File: config.mk
export PLATFORM = sky130hd
export DESIGN_NAME = dbus_sched_flat
export DESIGN_NICKNAME = d
export VERILOG_FILES = /design/src/rtl/dbus_sched_if.sv /design/src/rtl/dbus_sched.sv /design/src/flat_wrapper.sv
export SDC_FILE = /design/constraint.sdc
export NUM_CORES = 1
export LEC_CHECK = 0
export ABC_AREA = 1
export BUFFER_PORTS_ARGS = -buffer_cell sky130_fd_sc_hd__buf_4
export CAP_MARGIN = 30
export CELL_PAD_IN_SITES_DETAIL_PLACEMENT = 1
export CELL_PAD_IN_SITES_GLOBAL_PLACEMENT = 1
export CORE_UTILIZATION = 23
export CTS_CLUSTER_DIAMETER = 150
export DETAILED_ROUTE_END_ITERATION = 8
export PLACE_DENSITY_LB_ADDON = 0.1
export SLEW_MARGIN = 20
export SYNTH_ARGS = -nofsm -noshare
export SYNTH_HDL_FRONTEND = slang
export SYNTH_SLANG_ARGS = --single-unit
File: constraint.sdc
create_clock -name clk -period 1.25 [get_ports clk]
set_input_delay 0.125 -clock clk [delete_from_list [all_inputs] [get_ports clk]]
set_output_delay 0.125 -clock clk [all_outputs]
set_load 0.01 [all_outputs]
File: src/rtl/dbus_sched_if.sv
// Data-bus scheduler types and port bundle.
// dbus_sched_pkg holds the request/response structs; dbus_sched_if groups the two requester
// ports, the external bus port and the per-port stalls.
package dbus_sched_pkg;

  typedef struct packed {
    logic        valid;
    logic [31:0] addr;
    logic [2:0]  size;
    logic [3:0]  strobe;
    logic [31:0] data;
  } dbus_req_t;

  typedef struct packed {
    logic        addr_ok;
    logic        data_ok;
    logic [31:0] data;
  } dbus_resp_t;

endpackage

interface dbus_sched_if;
  import dbus_sched_pkg::*;

  dbus_req_t  req0;
  dbus_req_t  req1;
  dbus_resp_t resp0;
  dbus_resp_t resp1;
  logic       stall0;
  logic       stall1;
  dbus_req_t  dreq;
  dbus_resp_t dresp;

  // Scheduler side.
  modport slave (
    input  req0, req1, dresp,
    output resp0, resp1, stall0, stall1, dreq
  );

  // Requesters plus external bus model side.
  modport master (
    output req0, req1, dresp,
    input  resp0, resp1, stall0, stall1, dreq
  );

endinterface

File: src/rtl/dbus_sched.sv
// Two-port data-bus scheduler.
// Grants one of two requesters, issues a registered copy of its request on the split
// addr_ok/data_ok handshake, routes the completion back to the owner and stalls each port
// while its request is outstanding.
// Optional feature: define DBUS_SCHED_RR_EN for round-robin arbitration on ties; the default
// build uses fixed priority with port 0 winning.
module dbus_sched
  import dbus_sched_pkg::*;
(
  input  logic         clk,
  input  logic         resetn,
  dbus_sched_if.slave  bus
);

  typedef enum logic [1:0] {
    StIdle,
    StAddr,
    StData
  } state_e;

  state_e     state_q, state_d;
  logic       owner_q, owner_d;
  logic       last_q,  last_d;
  dbus_req_t  lreq_q,  lreq_d;

  logic       winner;
  logic       complete;
  dbus_resp_t owner_resp;

  // Arbitration: pick the port to grant when leaving IDLE.
  always_comb begin
    winner = 1'b0;
`ifdef DBUS_SCHED_RR_EN
    if (bus.req0.valid && bus.req1.valid) begin
      winner = ~last_q;
    end else begin
      winner = ~bus.req0.valid;
    end
`else
    winner = ~bus.req0.valid;
`endif
  end

  // Next-state logic: grant, address phase, data phase.
  always_comb begin
    state_d  = state_q;
    owner_d  = owner_q;
    last_d   = last_q;
    lreq_d   = lreq_q;
    complete = 1'b0;
    unique case (state_q)
      StIdle: begin
        if (bus.req0.valid || bus.req1.valid) begin
          owner_d = winner;
          lreq_d  = winner ? bus.req1 : bus.req0;
          state_d = StAddr;
        end
      end
      StAddr: begin
        // data_ok without addr_ok is ignored here.
        if (bus.dresp.addr_ok) begin
          if (bus.dresp.data_ok) begin
            complete = 1'b1;
            state_d  = StIdle;
          end else begin
            state_d  = StData;
          end
        end
      end
      StData: begin
        if (bus.dresp.data_ok) begin
          complete = 1'b1;
          state_d  = StIdle;
        end
      end
      default: begin
        state_d = StIdle;
      end
    endcase
`ifdef DBUS_SCHED_RR_EN
    if (complete) begin
      last_d = owner_q;
    end
`endif
  end

  // State and latched-request registers.
  always_ff @(posedge clk or negedge resetn) begin
    if (!resetn) begin
      state_q <= StIdle;
      owner_q <= 1'b0;
      last_q  <= 1'b1;
      lreq_q  <= '0;
    end else begin
      state_q <= state_d;
      owner_q <= owner_d;
      last_q  <= last_d;
      lreq_q  <= lreq_d;
    end
  end

  // Bus request and response routing; only the owner ever sees a non-zero response.
  always_comb begin
    bus.dreq           = lreq_q;
    bus.dreq.valid     = (state_q == StAddr);
    owner_resp         = '0;
    owner_resp.addr_ok = (state_q == StAddr) & bus.dresp.addr_ok;
    owner_resp.data_ok = complete;
    owner_resp.data    = complete ? bus.dresp.data : '0;
    bus.resp0          = owner_q ? '0 : owner_resp;
    bus.resp1          = owner_q ? owner_resp : '0;
  end

  // Per-port stall: hold while valid until the completing cycle.
  always_comb begin
    bus.stall0 = bus.req0.valid & ~bus.resp0.data_ok;
    bus.stall1 = bus.req1.valid & ~bus.resp1.data_ok;
  end

endmodule

File: src/flat_wrapper.sv
// flat-port wrapper written by rule: the top's interface ports become plain ports
module dbus_sched_flat import dbus_sched_pkg::*;
  (clk, resetn, bus_req0, bus_req1, bus_dresp, bus_resp0, bus_resp1, bus_stall0, bus_stall1, bus_dreq);
  dbus_sched_if bus_i ();
  input  logic clk;
  input  logic resetn;
  input wire logic [$bits(bus_i.req0)-1:0] bus_req0;
  input wire logic [$bits(bus_i.req1)-1:0] bus_req1;
  input wire logic [$bits(bus_i.dresp)-1:0] bus_dresp;
  output wire logic [$bits(bus_i.resp0)-1:0] bus_resp0;
  output wire logic [$bits(bus_i.resp1)-1:0] bus_resp1;
  output wire logic [$bits(bus_i.stall0)-1:0] bus_stall0;
  output wire logic [$bits(bus_i.stall1)-1:0] bus_stall1;
  output wire logic [$bits(bus_i.dreq)-1:0] bus_dreq;
  assign bus_i.req0 = bus_req0;
  assign bus_i.req1 = bus_req1;
  assign bus_i.dresp = bus_dresp;
  assign bus_resp0 = bus_i.resp0;
  assign bus_resp1 = bus_i.resp1;
  assign bus_stall0 = bus_i.stall0;
  assign bus_stall1 = bus_i.stall1;
  assign bus_dreq = bus_i.dreq;
  dbus_sched u_core (.clk(clk), .resetn(resetn), .bus(bus_i));
endmodule
# ---- After elaboration in Yosys (flattened, before gate mapping)
# Cells that the tools add are included.
dict set report totals {
  wordCells 33
  memories 0
  mem_bits_ro 0
  reg_bits 74
  input_bits 180
  latch_bits 0
  out_inout_bits 142
  mem_bits_rw 0
}
dict set report op_classes {
  n_eq_ne 5
  n_div 0
  n_lt_le_gt_ge 0
  n_bitwise 6
  n_addsub 0
  multipliers 0
  shift 0
  reduce_logical 4
  muxes 12
}
# op count
set op_table {}
lappend op_table {{71-bit 2-to-1 mux} 1}
lappend op_table {{34-bit 2-to-1 mux} 2}
lappend op_table {{32-bit 2-to-1 mux} 1}
lappend op_table {{2-bit 2-to-1 mux} 4}
lappend op_table {{2-bit one-hot mux with 3 select lines} 1}
lappend op_table {{2-bit inequality test, second input constant} 2}
lappend op_table {{1-bit bitwise AND} 3}
lappend op_table {{1-bit inverter} 3}
lappend op_table {{3-bit AND reduction} 1}
lappend op_table {{2-bit by 1-bit equality test with 1-bit output, second input constant} 1}
lappend op_table {{2-bit equality test, second input constant} 1}
lappend op_table {{2-bit zero test} 1}
lappend op_table {{1-bit 2-to-1 mux} 2}
lappend op_table {{2-bit by 1-bit inequality test with 1-bit output, second input constant} 1}
lappend op_table {{1-bit one-hot mux with 2 select lines} 1}
lappend op_table {{2-bit AND reduction} 1}
lappend op_table {{1-bit logical OR} 1}

# ---- Longest topological paths before layout
# Gate-level depths: netlist (run 1).
dict set report logic_depth {
  depth_word 7
  ltp_mapped 7
  depth_no_buf 7
}

# ---- Worst setup path before layout (run 1)
# OpenSTA, ideal clock, no wires.
dict set report synth_timing {
  kind {register to output}
  startpoint {reg u_core.state_q[1]}
  endpoint {out bus_resp0[23]}
  path_slack_ns -0.220
  n_path_buf 1
  path_stages_with_launch 8
  required_ns 1.125
  t_arrival_ns 1.345
  path_cell_list {dfrtp_1 inv_1 ha_1 nand2_1 nand2_1 nand3_2 buf_2 nor2_1}
}
dict set report synth_between {
  elab_chain_len 4
  elab_cells_between_ends 5
  classes_between {2 x eq/ne; 3 x mux}
}
# element line
set synth_lines {}
lappend synth_lines {{start: declaration} dbus_sched.sv:21} ;# state_e state_q, state_d;
lappend synth_lines {{start signal: assignment} dbus_sched.sv:90} ;# state_q <= StIdle;
lappend synth_lines {{start signal: assignment} dbus_sched.sv:95} ;# state_q <= state_d;
lappend synth_lines {{2-bit by 1-bit equality test with 1-bit output} -}
lappend synth_lines {{named net bus_dreq[71]} flat_wrapper.sv:14} ;# output wire logic [$bits(bus_i.dreq)-1:0] bus_dreq;
lappend synth_lines {{1-bit one-hot mux with 2 select lines} dbus_sched.sv:51} ;# unique case (state_q)
lappend synth_lines {{32-bit 2-to-1 mux} dbus_sched.sv:109} ;# owner_resp.data = complete ? bus.dresp.data : '0;
lappend synth_lines {{34-bit 2-to-1 mux} dbus_sched.sv:110} ;# bus.resp0 = owner_q ? '0 : owner_resp;
lappend synth_lines {{end: declaration} flat_wrapper.sv:10} ;# output wire logic [$bits(bus_i.resp0)-1:0] bus_resp0;
# The timed path passes the listed nets, and every way through them passes these cells.

# ---- Worst setup path in the final report (run 1)
dict set report layout_timing {
  startpoint {reg u_core.state_q[0]}
  endpoint {out bus_resp1[9]}
}
dict set report layout_between {
  elab_chain_len 4
  elab_cells_between_ends 5
  classes_between {2 x eq/ne; 3 x mux}
}
# element line
set layout_lines {}
lappend layout_lines {{2-bit equality test / 2-bit by 1-bit equality test with 1-bit output (equally long branches)} dbus_sched.sv:51}
lappend layout_lines {{1-bit one-hot mux with 2 select lines (*)} dbus_sched.sv:51}
lappend layout_lines {{32-bit 2-to-1 mux (*)} dbus_sched.sv:109}
lappend layout_lines {{34-bit 2-to-1 mux (*)} dbus_sched.sv:111} ;# bus.resp1 = owner_q ? owner_resp : '0;
lappend layout_lines {{end: declaration} flat_wrapper.sv:11} ;# output wire logic [$bits(bus_i.resp1)-1:0] bus_resp1;
# Mark *: on every way between the ends. The rest lies on a longest branch, timed or not.

==> results.toml, run 1 <==
[run_status]
status = "finished, violations left"
violations = "negative setup slack"

[sta]
drv_slew = 0
rsz0062_at_grt = "true"
setup_violations = 144
setup_slack_ps = -648
fmax_mhz = 527
max_slew_margin = 0.675
setup_tns_ps = -51600
hold_violations = 0
fin_crit_sh = 1.52
worst_slew_pin_slew_ps = 482
fin_skew_ps = 6.03
period_minus_slack_ps = 1900

[grt]
grt_pass1_vias = 5359
grt_max_degree = 55
grt_use_met3 = 0.0492
antenna_found_initial = 0
grt_use_met2 = 0.360
grt_util_met1 = 0.225
grt_busiest_layer = "met2"
grt.total_usage = 0.196
gr-total-overflow = 0
grt_pass1_wl_um = 29600

[route]
route.detailed.drc = 0
viasPerCell = 4.30
ant_nets = 0
vias = 5409
wl_per_cell_um = 16.1
drt_iter0_drc = 80
first_pass_iters = 4
wl_um = 20200

[clocking]
clockBufferDepth = 2
cts_sinks = 74
clock_latency_ps = 330
cts.clk_slew.worst_paths_ps = 60
cts_tree = "built"
clock-root-buffer = "clkbuf_16"
cts_made_buffers = 9
cts.htree.levels = 3

[power_and_ir_drop]
leakage_nw = 5.17
ir_drop_v = 0.000849
powerDensity_nw_per_um2 = 2090

[logic_synthesis]
syn_area_um2 = 4360
synthTopCellsByCount = "297 x nand2_1, 115 x inv_1, 74 x dfrtp_1"
synth_cell_types = 16
ys_warn_count = 0
syn-num-nets = 856
yosysMostFrequentCell = "nand2_1"
synth_ff_type = "dfrtp_1"
synth_edf_count = 0
synth_top_area_share = 0.425
syn_area_per_cell_um2 = 6.48
synth_area_leaders = "dfrtp_1 42%, nand2_1 26%, inv_1 9.9%"
yosysSeqAreaShare = 0.425
postSynth.asyncResetShare = 1.00
synth_cells = 673
synth.ff_latch_count = 74
synth_top_area_cell = "dfrtp_1"

[die]
row_count = 49
fp.dieH_um = 140
io_pins = 322
dieWidth_um = 140
initial_utilization = 0.239
core_um2 = 18300
die-area_um2 = 19500

[layout]
drive_gt1_frac = 0.602
design_area_um2 = 9120
multi_input_area_um2 = 2760
fin_cells = 1257
fillers = 2243
area.sequential_um2 = 1850
layout-area-overhead-vs-synth_pct = 109
nets = 1205

[critical_path]
critPathArrivalTime_ps = 1770
timing.rr.start = "u_core.state_q[0]"
timing.rr.end = "u_core.bus.dreq[44]"
crit_fanout = 18
ff2ff_path_depth = 9
crit_path_end_kind = "output port"
worstSetupStartpointType = "flip-flop"
r2r_setup_slack_ps = -230
critical_path_class = "reg -> out"
required_ps = 1120

[hold_path]
hp-class = "in -> reg"
whs_endpoint = "u_core.bus.dreq[7]"
hp-start = "bus_req0[7]"
hold_depth = 5

[placement]
place_area_um2 = 7390
placed_cells = 1218
io_buffers = 321
gp_congestion = 0.795
hpwl_um = 14100

[flow_run]
cap_violations = 0
layout by cell type (no fill, tap or decap), drive strengths merged, types with 2 or more instances in the layout:
master,instances
nand2,297
nand3,4
inv,116
buf,370
ha,3
clkbuf,16
dfrtp,74
bufinv,2
nor2,68
o21ai,73
registers in the layout, indices dropped and copies added (netlist names):
name	flops
u_core.bus.dreq	71
u_core.state_q	2
u_core.owner_q	1
per-layer routing:
metal	up-vias	wire [µm]	part of all wire
li1	2672	-	-
met1	2533	7980	0.39
met2	182	10600	0.52
met3	22	1330	0.066
met4	0	345	0.017
met5	-	0	0
layout make-up:
| type | count | area share |
|---|---|---|
| Timing Repair Buffer | 375 | 0.377 |
| Multi-Input combinational cell | 446 | 0.303 |
| Sequential cell | 74 | 0.203 |
| Inverter | 116 | 0.0483 |
| Tap cell | 229 | 0.0314 |
| Clock buffer | 12 | 0.0292 |
| Clock inverter | 4 | 0.00795 |
| Antenna cell | 1 | 0.000274 |
report_power, final:
| group | leakage, nW | internal, mW | switching [mW] |
|---|---|---|---|
| logic | 4.08 | 5.99 | 5.81 |
| clock network | 0.165 | 1.91 | 1.03 |
| registers | 0.921 | 3.56 | 0.807 |
repair_timing:
action,4_1_cts,5_1_grt
buffers inserted,9,5
gates cloned,11,5
hold buffers,1,0
hold endpoints to repair,28,0
gates resized for setup,111,192
endpoints found under the setup margin,145,145
pin swaps,18,46
critical path: stages (launching register included):
cell and delay (ps):
dfrtp_1 390, inv_2 80, ha_4 280, nand2_4 50, inv_4 70, nand3_4 120, buf_12 190, nor2_2 120
buf_4 140
per-stage QoR:
step,utilization,power [mW],setup WS (ps),hold slack [ps]
6_report,0.499,19.1,-648,103
5_1_grt,0.499,20.3,-724,124
4_1_cts,0.461,17.6,-652,94.3
3_5_place_dp,0.405,11.9,-335,106
3_3_place_gp,0.405,11.8,-312,106
2_1_floorplan,-,7.84,-139,-171
cells by family after synthesis:
family                     share of synthesized area
buffers and inverters                          0.158
DFF                                            0.425
adders and majority gates                    0.00861
AOI/OAI and AO/OA                             0.0864
and+or+nand+nor                                0.323
how the worst max path moves through the flow:
| stage | cells after the start | slack (ps) | to | start |
|---|---|---|---|---|
| after floorplan | 7 | -140 | bus_resp1[10] | u_core.state_q[0] |
| after global placement | 8 | -310 | bus_resp1[7] | u_core.state_q[0] |
| after detailed placement | 8 | -340 | bus_resp1[8] | u_core.state_q[0] |
| after CTS | 8 | -650 | bus_resp1[9] | u_core.state_q[0] |
| after global routing | 8 | -720 | bus_resp1[9] | u_core.state_q[0] |
| final | 8 | -650 | bus_resp1[9] | u_core.state_q[0] |
No activity file was read; power rests on OpenSTA's default activity.
==> inputs of run 2 (changes only) <==
--- a/config.mk
+++ b/config.mk
@@ -10,6 +10,7 @@
 export CAP_MARGIN = 30
 export CELL_PAD_IN_SITES_DETAIL_PLACEMENT = 1
 export CELL_PAD_IN_SITES_GLOBAL_PLACEMENT = 1
+export CORE_ASPECT_RATIO = 0.9
 export CORE_UTILIZATION = 23
 export CTS_CLUSTER_DIAMETER = 150
 export DETAILED_ROUTE_END_ITERATION = 8
==> run 2 against run 1 <==
The run still ends with negative setup slack left. Global-route usage increased by 0.22 points. Clock skew shrank 1.4 ps. Utilization down 0.32 points. Cell area up 0.41%. Sequential power shrank 2%. Worst setup slack improved by 3.7 ps. Combinational power about the same. Critical endpoint is now bus_resp1[18].
==> results.toml, run 2 (synthesis gave the netlist of run 1 again) <==
[layout]
final_core_util = 0.496
design_area_um2 = 9160
nets = 1210
antenna_cells = 0
layout-area-overhead-vs-synth_pct = 110
drive_gt1_frac = 0.584
layout_commonest_cell = "buf_4"
largest_register_ffs = 71
layout_common_cells = "317 x buf_4, 169 x nand2_1, 110 x inv_1"

[clocking]
cts_made_buffers = 9
cts.clk_slew.worst_paths_ps = 60
cts_tree = "built"
cts.htree.levels = 3
clockBufferDepth = 2
cts_sinks = 74
clock_latency_ps = 340
clock-root-buffer = "clkbuf_16"

[die]
die-area_um2 = 19500
initial_utilization = 0.236
fp.dieH_um = 133
dieWidth_um = 147
core_um2 = 18500
io_pins = 322
row_count = 47

[power_and_ir_drop]
sequentialPowerShare = 0.222
combPwrFrac = 0.610
p_clk_frac = 0.169
leakage_nw = 5.24
switchingPower_mw = 7.47
p_sw_frac = 0.389
p_int_mw = 11.8
ir_drop_v = 0.000919
powerDensity_nw_per_um2 = 2100

[route]
wl_um = 19900
route.detailed.drc = 0
ant_nets = 0
vias = 5419
drt_iter0_drc = 128
viasPerCell = 4.24
first_pass_iters = 4
wl_per_cell_um = 15.5

[run_status]
violations = "negative setup slack"
status = "finished, violations left"

[grt]
grt_pass1_vias = 5401
grt_pass1_wl_um = 29800
grt_max_degree = 77
antenna_found_initial = 0
grt.total_usage = 0.198
gr-total-overflow = 0

[critical_path]
crit_buf_inv = 4
cpPeakStageDelay_ps = 360
crit_fanout = 9
critical_path_class = "reg -> out"
required_ps = 1120
path_cells = "inv_2 -> ha_4 -> nand2_4 -> inv_4 -> nand3_4 -> clkbuf_16 -> nor2_2 -> buf_4"
crit_family = "buffers and inverters"
worstSetupStartpointType = "flip-flop"
crit_path_end_kind = "output port"
critPathArrivalTime_ps = 1770
critPathSlowestCell = "dfrtp_1"

[sta]
setup_slack_ps = -644
setup_tns_ps = -48430
hold_violations = 0
rsz0062_at_grt = "true"
fin_skew_ps = 4.65
hold_ws_ps = 105
setup_violations = 144
fmax_mhz = 528
fin_crit_sh = 1.52
worst_slew_pin_slew_ps = 467
drv_slew = 0
period_minus_slack_ps = 1890
max_slew_margin = 0.685

[placement]
hpwl_um = 13900
place_area_um2 = 7390
dp_slack_ps = -347
gp_congestion = 0.921
io_buffers = 321

[flow_run]
cap_violations = 0

[hold_path]
hp-class = "in -> reg"
-- run 2: changes by cell type in the layout (fill, tap and decap cells not counted), sizes merged --
cell / previous run / this run
clkinvlp: 1 / 0
clkbuf: 16 / 14
diode: 1 / 0
buf: 370 / 376
bufinv: 2 / 4
-- run 2: final timing paths --
| kind | start | end | slack (ps) | cells past startpoint |
|---|---|---|---|---|
| max in group asynchronous | resetn | u_core.bus.dreq[52] | 570 | 3 |
| hold / removal | bus_req0[14] | u_core.bus.dreq[14] | 110 | 5 |
| setup reg to reg | u_core.state_q[0] | u_core.bus.dreq[22] | -180 | 9 |
| min in group asynchronous | resetn | u_core.bus.dreq[70] | 210 | 2 |
| setup / recovery | u_core.state_q[1] | bus_resp1[18] | -640 | 8 |
| hold reg to reg | u_core.bus.dreq[52] | u_core.bus.dreq[52] | 480 | 2 |
-- run 2: final cells by class --
type / instances / area, µm²
fill: 2243 / 9300
clock inverter: 5 / 125
multi-input combinational: 446 / 2710
sequential: 74 / 1850
tap: 245 / 307
clock buffer: 11 / 243
timing repair buffer: 380 / 3480
inverter: 116 / 440
-- run 2: through the flow --
stage / std cells / total power [mW]
3_3_place_gp: 1232 / 11.6
4_1_cts: 1276 / 18.4
2_1_floorplan: 673 / 7.84
3_5_place_dp: 1232 / 11.7
6_report: 1277 / 19.2
5_1_grt: 1277 / 20.4
-- run 2: timing repair --
action                                 4_1_cts  5_1_grt
setup endpoints to repair                  144      145
pin swaps                                   26       34
resized for setup                          141      141
endpoints found under the hold margin       64        0
gates cloned                                12        3
setup buffers                               19        3
hold buffers                                 1        0
-- run 2: layer usage --
layer | global-route usage | up-vias | wire [µm] | part of all wire
li1 | - | 2693 | - | -
met1 | 0.233 | 2520 | 8030 | 0.40
met2 | 0.357 | 188 | 10300 | 0.52
met3 | 0.0438 | 18 | 1160 | 0.059
met4 | 0.0607 | 0 | 315 | 0.016
met5 | 0 | - | 0 | 0
-- run 2: power groups by stage --
stage          combinational, mW  clock, mW  sequential [mW]
5_1_grt                     12.6       3.41             4.42
6_report                    11.7       3.24             4.27
3_5_place_dp                7.52          0             4.19
3_3_place_gp                7.49          0             4.14
2_1_floorplan               3.15          0             4.69
4_1_cts                     10.8       3.32             4.24
-- run 2: worst min-delay path, cell delays in order --
cell and delay (ps):
buf_4 80, nand2_1 40, o21ai_0 80, nand2_2 50, nand2_1 50
==> inputs of run 3 (changes only) <==
--- a/config.mk
+++ b/config.mk
@@ -15,6 +15,7 @@
 export CTS_CLUSTER_DIAMETER = 150
 export DETAILED_ROUTE_END_ITERATION = 8
 export PLACE_DENSITY_LB_ADDON = 0.1
+export RECOVER_POWER = 100
 export SLEW_MARGIN = 20
 export SYNTH_ARGS = -nofsm -noshare
 export SYNTH_HDL_FRONTEND = slang
==> run 3 against run 2 <==
The run still ends with negative setup slack left. Combinational power shrank 7%. Worst setup slack lost 1.4 ps. Critical path depth is the same. Fmax is essentially flat. Wire length grew 0.34%. Total power shrank 4.6%. Clock skew grew 1.1 ps. Sequential share of layout area grew 0.68 points. Cell count is the same. Register-to-register slack is essentially flat. Cell area shrank 3.3%. Non-clock buffer count is the same. Critical endpoint unchanged. Largest power group unchanged.
==> results.toml, run 3 (synthesis gave the netlist of run 1 again) <==
[sta]
fin_crit_sh = 1.52
rsz0062_at_grt = "true"
drv_slew = 0
hold_violations = 0
period_minus_slack_ps = 1900
fin_skew_ps = 5.79
fmax_mhz = 528
setup_slack_ps = -646
setup_violations = 144
worst_slew_pin_slew_ps = 533
max_slew_margin = 0.645

[critical_path]
critPathArrivalTime_ps = 1770
critical_path_class = "reg -> out"
required_ps = 1120
critPathSlowestCell = "dfrtp_1"
cpPeakStageDelay_ps = 360
ff2ff_path_depth = 9
crit_fanout = 9
crit_path_end_kind = "output port"
path_cells = "inv_2 -> ha_4 -> nand2_4 -> inv_4 -> nand3_4 -> clkbuf_16 -> nor2_2 -> buf_4"
worstSetupStartpointType = "flip-flop"

[route]
route.detailed.drc = 0
wl_um = 19900
wl_per_cell_um = 15.6
viasPerCell = 4.22
first_pass_iters = 4
drt_iter0_drc = 115
ant_nets = 0
vias = 5394

[power_and_ir_drop]
leakage_nw = 4.95
switchingPower_mw = 7.47
ir_drop_v = 0.000916
p_sw_frac = 0.407
sequentialPowerShare = 0.231
p_clk_frac = 0.177
p_int_mw = 10.9
combPwrFrac = 0.592
powerDensity_nw_per_um2 = 2070

[clocking]
clockBufferDepth = 2
clock-root-buffer = "clkbuf_16"
cts.clk_slew.worst_paths_ps = 60
clock_latency_ps = 340
cts_sinks = 74
cts.htree.levels = 3
cts_tree = "built"
cts_made_buffers = 9

[grt]
antenna_found_initial = 0
grt_max_degree = 77
grt_pass1_wl_um = 29800
grt.total_usage = 0.198
grt_pass1_vias = 5401
gr-total-overflow = 0

[die]
row_count = 47
dieWidth_um = 147
io_pins = 322
core_um2 = 18500
initial_utilization = 0.236
die-area_um2 = 19500
fp.dieH_um = 133

[hold_path]
hp-class = "in -> reg"
hold_depth = 5

[layout]
layout_commonest_cell = "buf_4"
drive_gt1_frac = 0.516
final_core_util = 0.480
layout_common_cells = "243 x buf_4, 169 x nand2_1, 110 x inv_1"
design_area_um2 = 8860
antenna_cells = 0
nets = 1210
largest_register_ffs = 71
layout-area-overhead-vs-synth_pct = 103

[placement]
gp_congestion = 0.921
place_area_um2 = 7390
io_buffers = 321
hpwl_um = 13900

[flow_run]
cap_violations = 0

[run_status]
status = "finished, violations left"
violations = "negative setup slack"
==> run 3: changes by cell type in the layout (fill, tap and decap cells not counted), sizes merged <==
| cell | change |
|---|---|
| buf | -76 |
| clkbuf | +76 |
==> run 3: worst paths after layout <==
path	slack [ps]	endpoint	startpoint
max in group asynchronous	190	u_core.bus.dreq[25]	resetn
min in group asynchronous	290	u_core.bus.dreq[70]	resetn
max reg2reg	-180	u_core.bus.dreq[22]	u_core.state_q[0]
min reg2reg	480	u_core.bus.dreq[52]	u_core.bus.dreq[52]
max	-650	bus_resp1[18]	u_core.state_q[1]
min	110	u_core.bus.dreq[14]	bus_req0[14]
==> run 3: metrics by stage <==
| stage | power, mW | setup WS [ps] | std cells | hold slack [ps] | setup TNS, ps |
|---|---|---|---|---|---|
| after floorplan | 7.84 | -139 | 673 | -171 | -8330 |
| after detailed placement | 11.7 | -347 | 1232 | 43.9 | -26880 |
| after global placement | 11.6 | -291 | 1232 | 42.9 | -23650 |
| after CTS | 18.4 | -632 | 1276 | 86.7 | -48490 |
| after global routing | 19.5 | -736 | 1277 | 124 | -59760 |
| final | 18.4 | -646 | 1277 | 105 | -48590 |
==> run 3: layer usage <==
layer  up-vias  routed length (µm)  global-route usage
met5         -                   0                   0
met3        18                1110              0.0438
li1       2692                   -                   -
met2       184               10300               0.357
met4         0                 310              0.0607
met1      2500                8190               0.233
==> run 3: power by group through the flow <==
stage                     Combinational (mW)  Clock [mW]  Sequential, mW
after global placement                  7.49           0            4.14
after floorplan                         3.15           0            4.69
after detailed placement                7.52           0            4.19
after CTS                               10.8        3.32            4.24
final                                   10.9        3.24            4.24
after global routing                    11.7        3.41            4.40
==> run 3: timing repair <==
action                                  in CTS  in global routing
endpoints found under the hold margin       64                  0
pin swaps                                   26                 34
gates resized for setup                    141                141
hold buffers                                 1                  0
endpoints found under the setup margin     144                145
cloned                                      12                  3
setup buffers                               19                  3
==> run 3: area by class of cell <==
type	instances	area, µm²
tap	245	307
inverter	116	440
timing repair buffer	380	3180
sequential	74	1850
multi-input combinational	446	2710
clock inverter	5	125
fill	2294	9600
clock buffer	11	243
==> run 3: worst max-delay path: cells and delay by family, from the launching register on <==
family	cells	cell delay, ps
flip-flops	1	360
AND/OR/NAND/NOR	3	290
buffers and inverters	4	490
adder cells (fa/ha/maj)	1	270
